===== src/rtl/orion_pkg.sv =====
// Shared constants, arbiter state encoding and round-robin helper for the sequence RAM arbiter.
package orion_pkg;
  localparam int DEF_ADDR_W = 5;
  localparam int DEF_DATA_W = 4;
  localparam int NUM_REQ    = 3;
  localparam int PTR_W      = 2;

  localparam int REQ_SEQ = 0;
  localparam int REQ_GC  = 1;
  localparam int REQ_REC = 2;

  typedef enum logic [1:0] {
    ST_IDLE   = 2'd0,
    ST_ACCESS = 2'd1,
    ST_HOLD   = 2'd2
  } arb_state_e;

  // Pointer value that follows a one-hot winner: (W+1) mod NUM_REQ.
  function automatic logic [PTR_W-1:0] rrNext(input logic [NUM_REQ-1:0] oh);
    rrNext = '0;
    for (int i = 0; i < NUM_REQ; i++)
      if (oh[i]) rrNext = PTR_W'((i + 1) % NUM_REQ);
  endfunction
endpackage


===== src/rtl/rr_priority_picker.sv =====
// Picks the first requester at or after ptr (wrapping); ptr tied to 0 gives fixed priority.
module rr_priority_picker
  import orion_pkg::*;
#(
  parameter int N = NUM_REQ
) (
  input  logic [N-1:0]     req,
  input  logic [PTR_W-1:0] ptr,
  output logic [N-1:0]     winner
);
  logic [PTR_W-1:0] idx;

  // Walk the search order backwards so the highest-priority hit is written last.
  always_comb begin
    winner = '0;
    idx    = '0;
    for (int k = N - 1; k >= 0; k--) begin
      idx = PTR_W'((int'(ptr) + k) % N);
      if (req[idx]) begin
        winner      = '0;
        winner[idx] = 1'b1;
      end
    end
  end
endmodule


===== src/rtl/ram_access_arbiter.sv =====
// Three-way sequence RAM arbiter with burst lock. Define ORION_RAM_ARB_RR_EN for
// round-robin arbitration; otherwise fixed priority (bit0 highest).
module ram_access_arbiter
  import orion_pkg::*;
#(
  parameter int ADDR_W = DEF_ADDR_W,
  parameter int DATA_W = DEF_DATA_W
) (
  input  logic                      clk,
  input  logic                      rst,
  input  logic [NUM_REQ-1:0]        req,
  input  logic [NUM_REQ-1:0]        we,
  input  logic [NUM_REQ-1:0]        lock,
  input  logic [NUM_REQ*ADDR_W-1:0] addr_in,
  input  logic [NUM_REQ*DATA_W-1:0] wdata_in,
  output logic [NUM_REQ-1:0]        gnt,
  output logic [NUM_REQ-1:0]        rvalid,
  output logic [DATA_W-1:0]         rdata,
  output logic [ADDR_W-1:0]         ram_addr,
  output logic [DATA_W-1:0]         ram_wdata,
  output logic                      ram_we,
  input  logic [DATA_W-1:0]         ram_q,
  output logic                      busy
);
  logic [NUM_REQ-1:0][ADDR_W-1:0] addrV;
  logic [NUM_REQ-1:0][DATA_W-1:0] wdataV;
  arb_state_e                     state, nxt;
  logic [NUM_REQ-1:0]             own, pick, sel;
  logic [PTR_W-1:0]               ptr;
  logic                           launch, selWe, rdPend;
  logic [ADDR_W-1:0]              selAddr;
  logic [DATA_W-1:0]              selWd;
  logic [NUM_REQ-1:0]             rdOwn;

  assign addrV  = addr_in;
  assign wdataV = wdata_in;

  rr_priority_picker #(.N(NUM_REQ)) uPick (.req(req), .ptr(ptr), .winner(pick));

`ifdef ORION_RAM_ARB_RR_EN
  logic [PTR_W-1:0] rrPtr;
  always_ff @(posedge clk) begin
    if (!rst)                                rrPtr <= '0;
    else if (state == ST_IDLE && launch)     rrPtr <= rrNext(pick);
  end
  assign ptr = rrPtr;
`else
  assign ptr = '0;
`endif

  // Non-owner lock bits never reach the FSM: only own-masked req/lock are used.
  always_comb begin
    nxt    = state;
    launch = 1'b0;
    sel    = '0;
    case (state)
      ST_IDLE: if (|req) begin
        launch = 1'b1;
        sel    = pick;
        nxt    = ST_ACCESS;
      end
      ST_ACCESS: nxt = (|(lock & own)) ? ST_HOLD : ST_IDLE;
      ST_HOLD: begin
        if (|(req & own)) begin
          launch = 1'b1;
          sel    = own;
          nxt    = ST_ACCESS;
        end else if (!(|(lock & own))) begin
          nxt = ST_IDLE;
        end
      end
      default: nxt = ST_IDLE;
    endcase
  end

  always_comb begin
    selAddr = '0;
    selWd   = '0;
    selWe   = 1'b0;
    for (int i = 0; i < NUM_REQ; i++)
      if (sel[i]) begin
        selAddr = addrV[i];
        selWd   = wdataV[i];
        selWe   = we[i];
      end
  end

  always_ff @(posedge clk) begin
    if (!rst) begin
      state     <= ST_IDLE;
      own       <= '0;
      gnt       <= '0;
      ram_addr  <= '0;
      ram_we    <= 1'b0;
      ram_wdata <= '0;
      rdPend    <= 1'b0;
      rdOwn     <= '0;
      rvalid    <= '0;
      rdata     <= '0;
    end else begin
      state     <= nxt;
      gnt       <= launch ? sel : '0;
      ram_addr  <= launch ? selAddr : '0;
      ram_we    <= launch & selWe;
      ram_wdata <= (launch & selWe) ? selWd : '0;
      if (launch) own <= sel;
      // Reads retire two cycles after ACCESS; the FSM never waits on them.
      rdPend    <= (state == ST_ACCESS) & ~ram_we;
      rdOwn     <= gnt;
      rvalid    <= rdPend ? rdOwn : '0;
      if (rdPend) rdata <= ram_q;
    end
  end

  assign busy = (state != ST_IDLE) | rdPend;
endmodule


===== config.mk =====
export PLATFORM = sky130hd
export DESIGN_NAME = ram_access_arbiter
export DESIGN_NICKNAME = d
export VERILOG_FILES = /design/src/rtl/orion_pkg.sv /design/src/rtl/rr_priority_picker.sv /design/src/rtl/ram_access_arbiter.sv
export SDC_FILE = /design/constraint.sdc
export NUM_CORES = 1
export LEC_CHECK = 0
export BUFFER_PORTS_ARGS = -buffer_cell sky130_fd_sc_hd__buf_2
export CORE_MARGIN = 8
export CORE_UTILIZATION = 30
export DETAILED_ROUTE_END_ITERATION = 8
export GPL_ROUTABILITY_DRIVEN = 0
export PLACE_DENSITY = 0.66
export REMOVE_ABC_BUFFERS = 1
export SETUP_SLACK_MARGIN = 0.2
export SLEW_MARGIN = 40
export SYNTH_ARGS = -nofsm -noshare
export SYNTH_HDL_FRONTEND = slang
export SYNTH_SLANG_ARGS = --single-unit
export TNS_END_PERCENT = 5

===== constraint.sdc =====
create_clock -name clk -period 2 [get_ports clk]
set_input_delay 0.3 -clock clk [delete_from_list [all_inputs] [get_ports clk]]
set_output_delay 0.3 -clock clk [all_outputs]
set_load 0.005 [all_outputs]

# == Word-level counts from Yosys, hierarchy flattened ==
# Cells that the tools add are included.
# word_totals
register_bits,29
# op_classes
eq_ne,4
muxes,23
bitwise,6
n_reduce_logical,9
# ops
cell,count
$mux W3,5
$mux W5,3
$mux W4,3
$reduce_or A3 Y1,3
$mux W2,4
$reduce_and A2 Y1,4
$and A3 B3 Y3,2
$pmux W2 S3,1
$pmux W3 S2,1
$mux W1,5
$ne A3 B3 Y1 const B,1
$and A1 B1 Y1,2
$eq A2 B1 Y1 const B,1
$eq A2 B2 Y1 const B,1
$logic_not A2 Y1,1
$ne A2 B2 Y1 const B,1
$pmux W1 S2,1
$reduce_bool A2 Y1,1
$not A1 Y1,1
$or A1 B1 Y1,1

# == Longest topological paths before layout ==
# depth
depth_word,10
ltp_mapped,8

# == Modules after synthesis ==
# Synthesis repeated with hierarchy kept, for this count alone.
# unflattened
cells_unflattened,178
hier_area_um2,1582.8
# by_module_without_submodules
module,instances,cells_per_inst,area_each_um2,seq_area_each_um2
ram_access_arbiter,1,144,1347.5,580.6
rr_priority_picker,1,34,235.2,0.0

# == Worst setup path after synthesis ==
# No wires, ideal clock.
# synth_path
path_type,flip-flop to flip-flop
from,register state[1]
to,register ram_wdata[0]
setup_ps,88
arrival_ps,1637
path_slack_ps,275
stages_incl_launch_ff,8
cell_sequence,dfxtp_1 -> buf_6 -> or3b_1 -> o31a_1 -> buf_6 -> o31a_1 -> a21o_1 -> a311oi_2
# synth_between
elab_chain_len,7
# synth_rtl
element,line,text
"start, declared",ram_access_arbiter.sv:27,"arb_state_e state, nxt;"
"start signal, assigned",ram_access_arbiter.sv:101,state <= nxt;
$eq A2 B2 Y1 / $logic_not A2 Y1 (equally long branches),ram_access_arbiter.sv:56,case (state)
$pmux W3 S2,ram_access_arbiter.sv:56,
$mux W1 (3 in series),ram_access_arbiter.sv:81,if (sel[i]) begin
$and A1 B1 Y1,ram_access_arbiter.sv:105,ram_wdata <= (launch & selWe) ? selWd : '0;
$reduce_and A2 Y1 (no source line),-,
"end signal, assigned",ram_access_arbiter.sv:105,
"end, declared",ram_access_arbiter.sv:20,"output logic [DATA_W-1:0] ram_wdata,"
# Parallel ways exist; a longest one is shown, timed or not.
# A chain may end at the register's enable or synchronous reset.

# == Worst setup path after layout ==
# layout_path
from,register state[1]
to,register ram_we
# layout_between
elab_chain_len,6
# layout_rtl
element,line,text
$eq A2 B2 Y1 / $logic_not A2 Y1 (equally long branches),ram_access_arbiter.sv:56,
$pmux W3 S2,ram_access_arbiter.sv:56,
$mux W1 (3 in series),ram_access_arbiter.sv:81,
$and A1 B1 Y1 (*),ram_access_arbiter.sv:104,ram_we <= launch & selWe;
"end signal, assigned",ram_access_arbiter.sv:104,
"end, declared",ram_access_arbiter.sv:21,"output logic ram_we,"
# Every way passes the cells marked *; elsewhere a longest branch is shown, timed or not.

==> summary.txt <==
Detailed routing
  – M1 WL: 1520 um
  – Detail Route met3 WL: 474 um
  – Drt initial violations: 27
  – DRT antenna net count: 0
  – Drc violations: 0
  – DR vias: 1204
  – Routed WL per cell: 14.5 um
  – Top sig layer: met4
  – Final wirelength: 3620 um
  – Mean number of vias per cell: 4.82
  – Met2 wire len: 1600 um
  – Drt first pass iters: 4

Clock tree
  – Num CTS Buffers: 5
  – Clock root cell: clkbuf_8
  – H-tree levels: 2
  – CTS max path bufs: 2
  – Skew-Pair Late Insertion Delay: 0.27 ns
  – Register clock-pin slew on the reported worst setup and hold paths: 0.06 ns
  – Clk sink count: 29
  – CTS tree: done

Critical path
  – Crit path top cell by count: o31a_1
  – Slowest stage delay, CP: 0.37 ns
  – Critical path startpoint category: flop
  – Crit path cell chain: or3b_1, o31a_1, buf_6, o31a_1, a21o_4, buf_4, nor2_2
  – CP max FO: 6
  – Critical-path top delay cell: or3b_1
  – CP Data Arrival Time: 1.98 ns
  – Setup CP Type: reg2reg
  – Worst setup EP type: flop
  – Required time of the critical path: 2.21 ns

STA
  – Setup_tns: 0 ns
  – Slew at the pin closest to its max-slew limit: 0.372 ns
  – Max Freq: 568 MHz
  – Max-slew violation count: 0
  – Worst slew margin: 75.0%
  – Min cycle time layout: 1.76 ns
  – Fin worst setup slack: 0.238 ns
  – Hold_ws: 0.287 ns
  – Fin. Hold Viols: 0
  – Final setup fails: 0
  – RSZ-0062 raised after global routing: yes
  – Clock skew: 0.00411 ns
  – Period utilization: 88.1%

Die
  – # rows: 23
  – Die height: 80.7 um
  – # IOs: 63
  – Die width: 80.7 um
  – Core Box Area: 0.00400 sq mm
  – Total die area: 0.00651 sq mm
  – Initial core utilization: 31.4%

Final layout
  – Fill count: 402
  – P&R area growth vs syn: 43.4%
  – Nets: 241
  – Number of inserted diodes: 0
  – Commonest cells after routing, fill and taps aside: 62 x buf_2, 27 x dfxtp_1, 10 x buf_4
  – Fin cells: 250
  – Layout cells sized above 1: 47.5%
  – Multi-input logic area: 608 sq um
  – Commonest non-fill, non-tap cell in the layout: buf_2
  – FF/Latch Area: 586 sq um

Synth
  – Post-synth top area share: 46.3%
  – Syn Area/Cell: 9.80 sq um
  – #FFs+latches synth: 29
  – Distinct cells, synth: 33
  – Dominant synthesized flop cell: dfxtp_1
  – Sequential-to-total area share from yosys stat: 46.3%
  – Area leader, netlist: dfxtp_1
  – Top post-synthesis cells by area: dfxtp_1 46%, a311oi_2 4.8%, buf_6 4.5%
  – Netlist Area Pre-Place: 0.00125 sq mm
  – Number of enable flip-flop cells after synthesis: 0
  – Post-Syn Instances: 128
  – Ys Warns: 0
  – Synth async-reset ratio: 0%

Place
  – Dpl hpwl: 2810 um
  – Worst Setup Slack post-DPL: 0.125 ns
  – Cells after DPL: 239
  – PortBufs: 62

Global routing
  – Largest net degree at the start of global routing: 16
  – Vias in the first global route: 1360
  – GR Util All Layers: 11.7%
  – Initial antenna violation count: 0
  – First-pass GRT wire length: 6030 um
  – GRT overflow: 0

Power
  – Power density cells: 795 mW/mm^2
  – Leak: 0.843 nW
  – Max VDD drop: 0.334 mV

Outcome
  – Status: completed

Hold path
  – Worst hold-check path type: in2reg

Run
  – Total of max-cap violations: 0
## state kept, by name (all words and copies together), names as in the netlist
signal,count
rdOwn,3
ram_wdata,4
rdata,4
state,2
own,3
rvalid,3
ram_we,1
rdPend,1
ram_addr,5
gnt,3
## cells in the mapped netlist (2+ instances only)
| master | instances |
|---|---|
| a211oi_1 | 6 |
| a21o_1 | 4 |
| a21oi_1 | 5 |
| a222oi_1 | 2 |
| a311oi_2 | 4 |
| a31oi_1 | 5 |
| and2_1 | 3 |
| and3_1 | 4 |
| buf_6 | 5 |
| clkbuf_1 | 2 |
| dfxtp_1 | 29 |
| inv_1 | 5 |
| mux2i_1 | 4 |
| nand2_1 | 4 |
| nand3_1 | 4 |
| nand3b_1 | 2 |
| nor2_1 | 11 |
| nor2b_1 | 7 |
| nor3b_1 | 6 |
| nor4_1 | 2 |
| o31a_1 | 2 |
## critical path, delay by kind of cell, from the launching register on
family | cells | cell delay, ns
simple gates | 2 | 0.45
compound gates | 3 | 0.61
flops | 1 | 0.36
buf+inv | 2 | 0.27
## timing repair
action	in CTS	in global routing
hold endpoints to repair	0	0
setup buffers	3	0
pin swaps	3	5
endpoints found under the setup margin	4	10
resized for setup	5	7
hold buffers	0	0
## logic make-up after synthesis
group,share of synthesized area (%)
AND/OR/NAND/NOR,21.7
AO/OA/AOI/OAI,20.8
flip-flops,46.3
buffers and inverters,7.98
multiplexers,3.19
## layer usage
metal | track usage, % | vias to the layer above
li1 | - | 604
met2 | 18.4 | 61
met1 | 12.6 | 535
met3 | 6.58 | 4
met5 | 0 | -
met4 | 5.00 | 0
## per-stage QoR
stage                     cell area (sq um)  total power, mW  util (%)
after floorplan                        1170            0.712         -
after global placement                 1620            0.814      40.5
after detailed placement               1620            0.817      40.5
after CTS                              1770             1.45      44.3
after global routing                   1800             1.50      45.0
final                                  1800             1.43      45.0
## area by class of cell
cell class,count,area share [%]
Multi-Input combinational cell,84,33.8
Clock inverter,1,1.67
Clock buffer,7,4.80
Timing Repair Buffer,74,22.7
Sequential cell,29,32.5
Inverter,5,1.04
Tap cell,50,3.48
## power by group
part | internal, mW | leakage (nW) | switching (mW) | total (mW)
Sequential | 0.601 | 0.237 | 0.0186 | 0.619
Combinational | 0.104 | 0.547 | 0.0947 | 0.199
Clock | 0.405 | 0.0585 | 0.207 | 0.612
## worst paths after layout
path	startpoint	endpoint	slack (ns)	cells past startpoint
worst max register to register	state[1]	ram_we	0.24	7
worst min-delay path	ram_q[1]	rdata[1]	0.29	3
worst max-delay path	state[1]	ram_we	0.24	7
worst min register to register	gnt[1]	rdOwn[1]	0.46	1
Note: power is estimated with default switching activity, not from simulation.
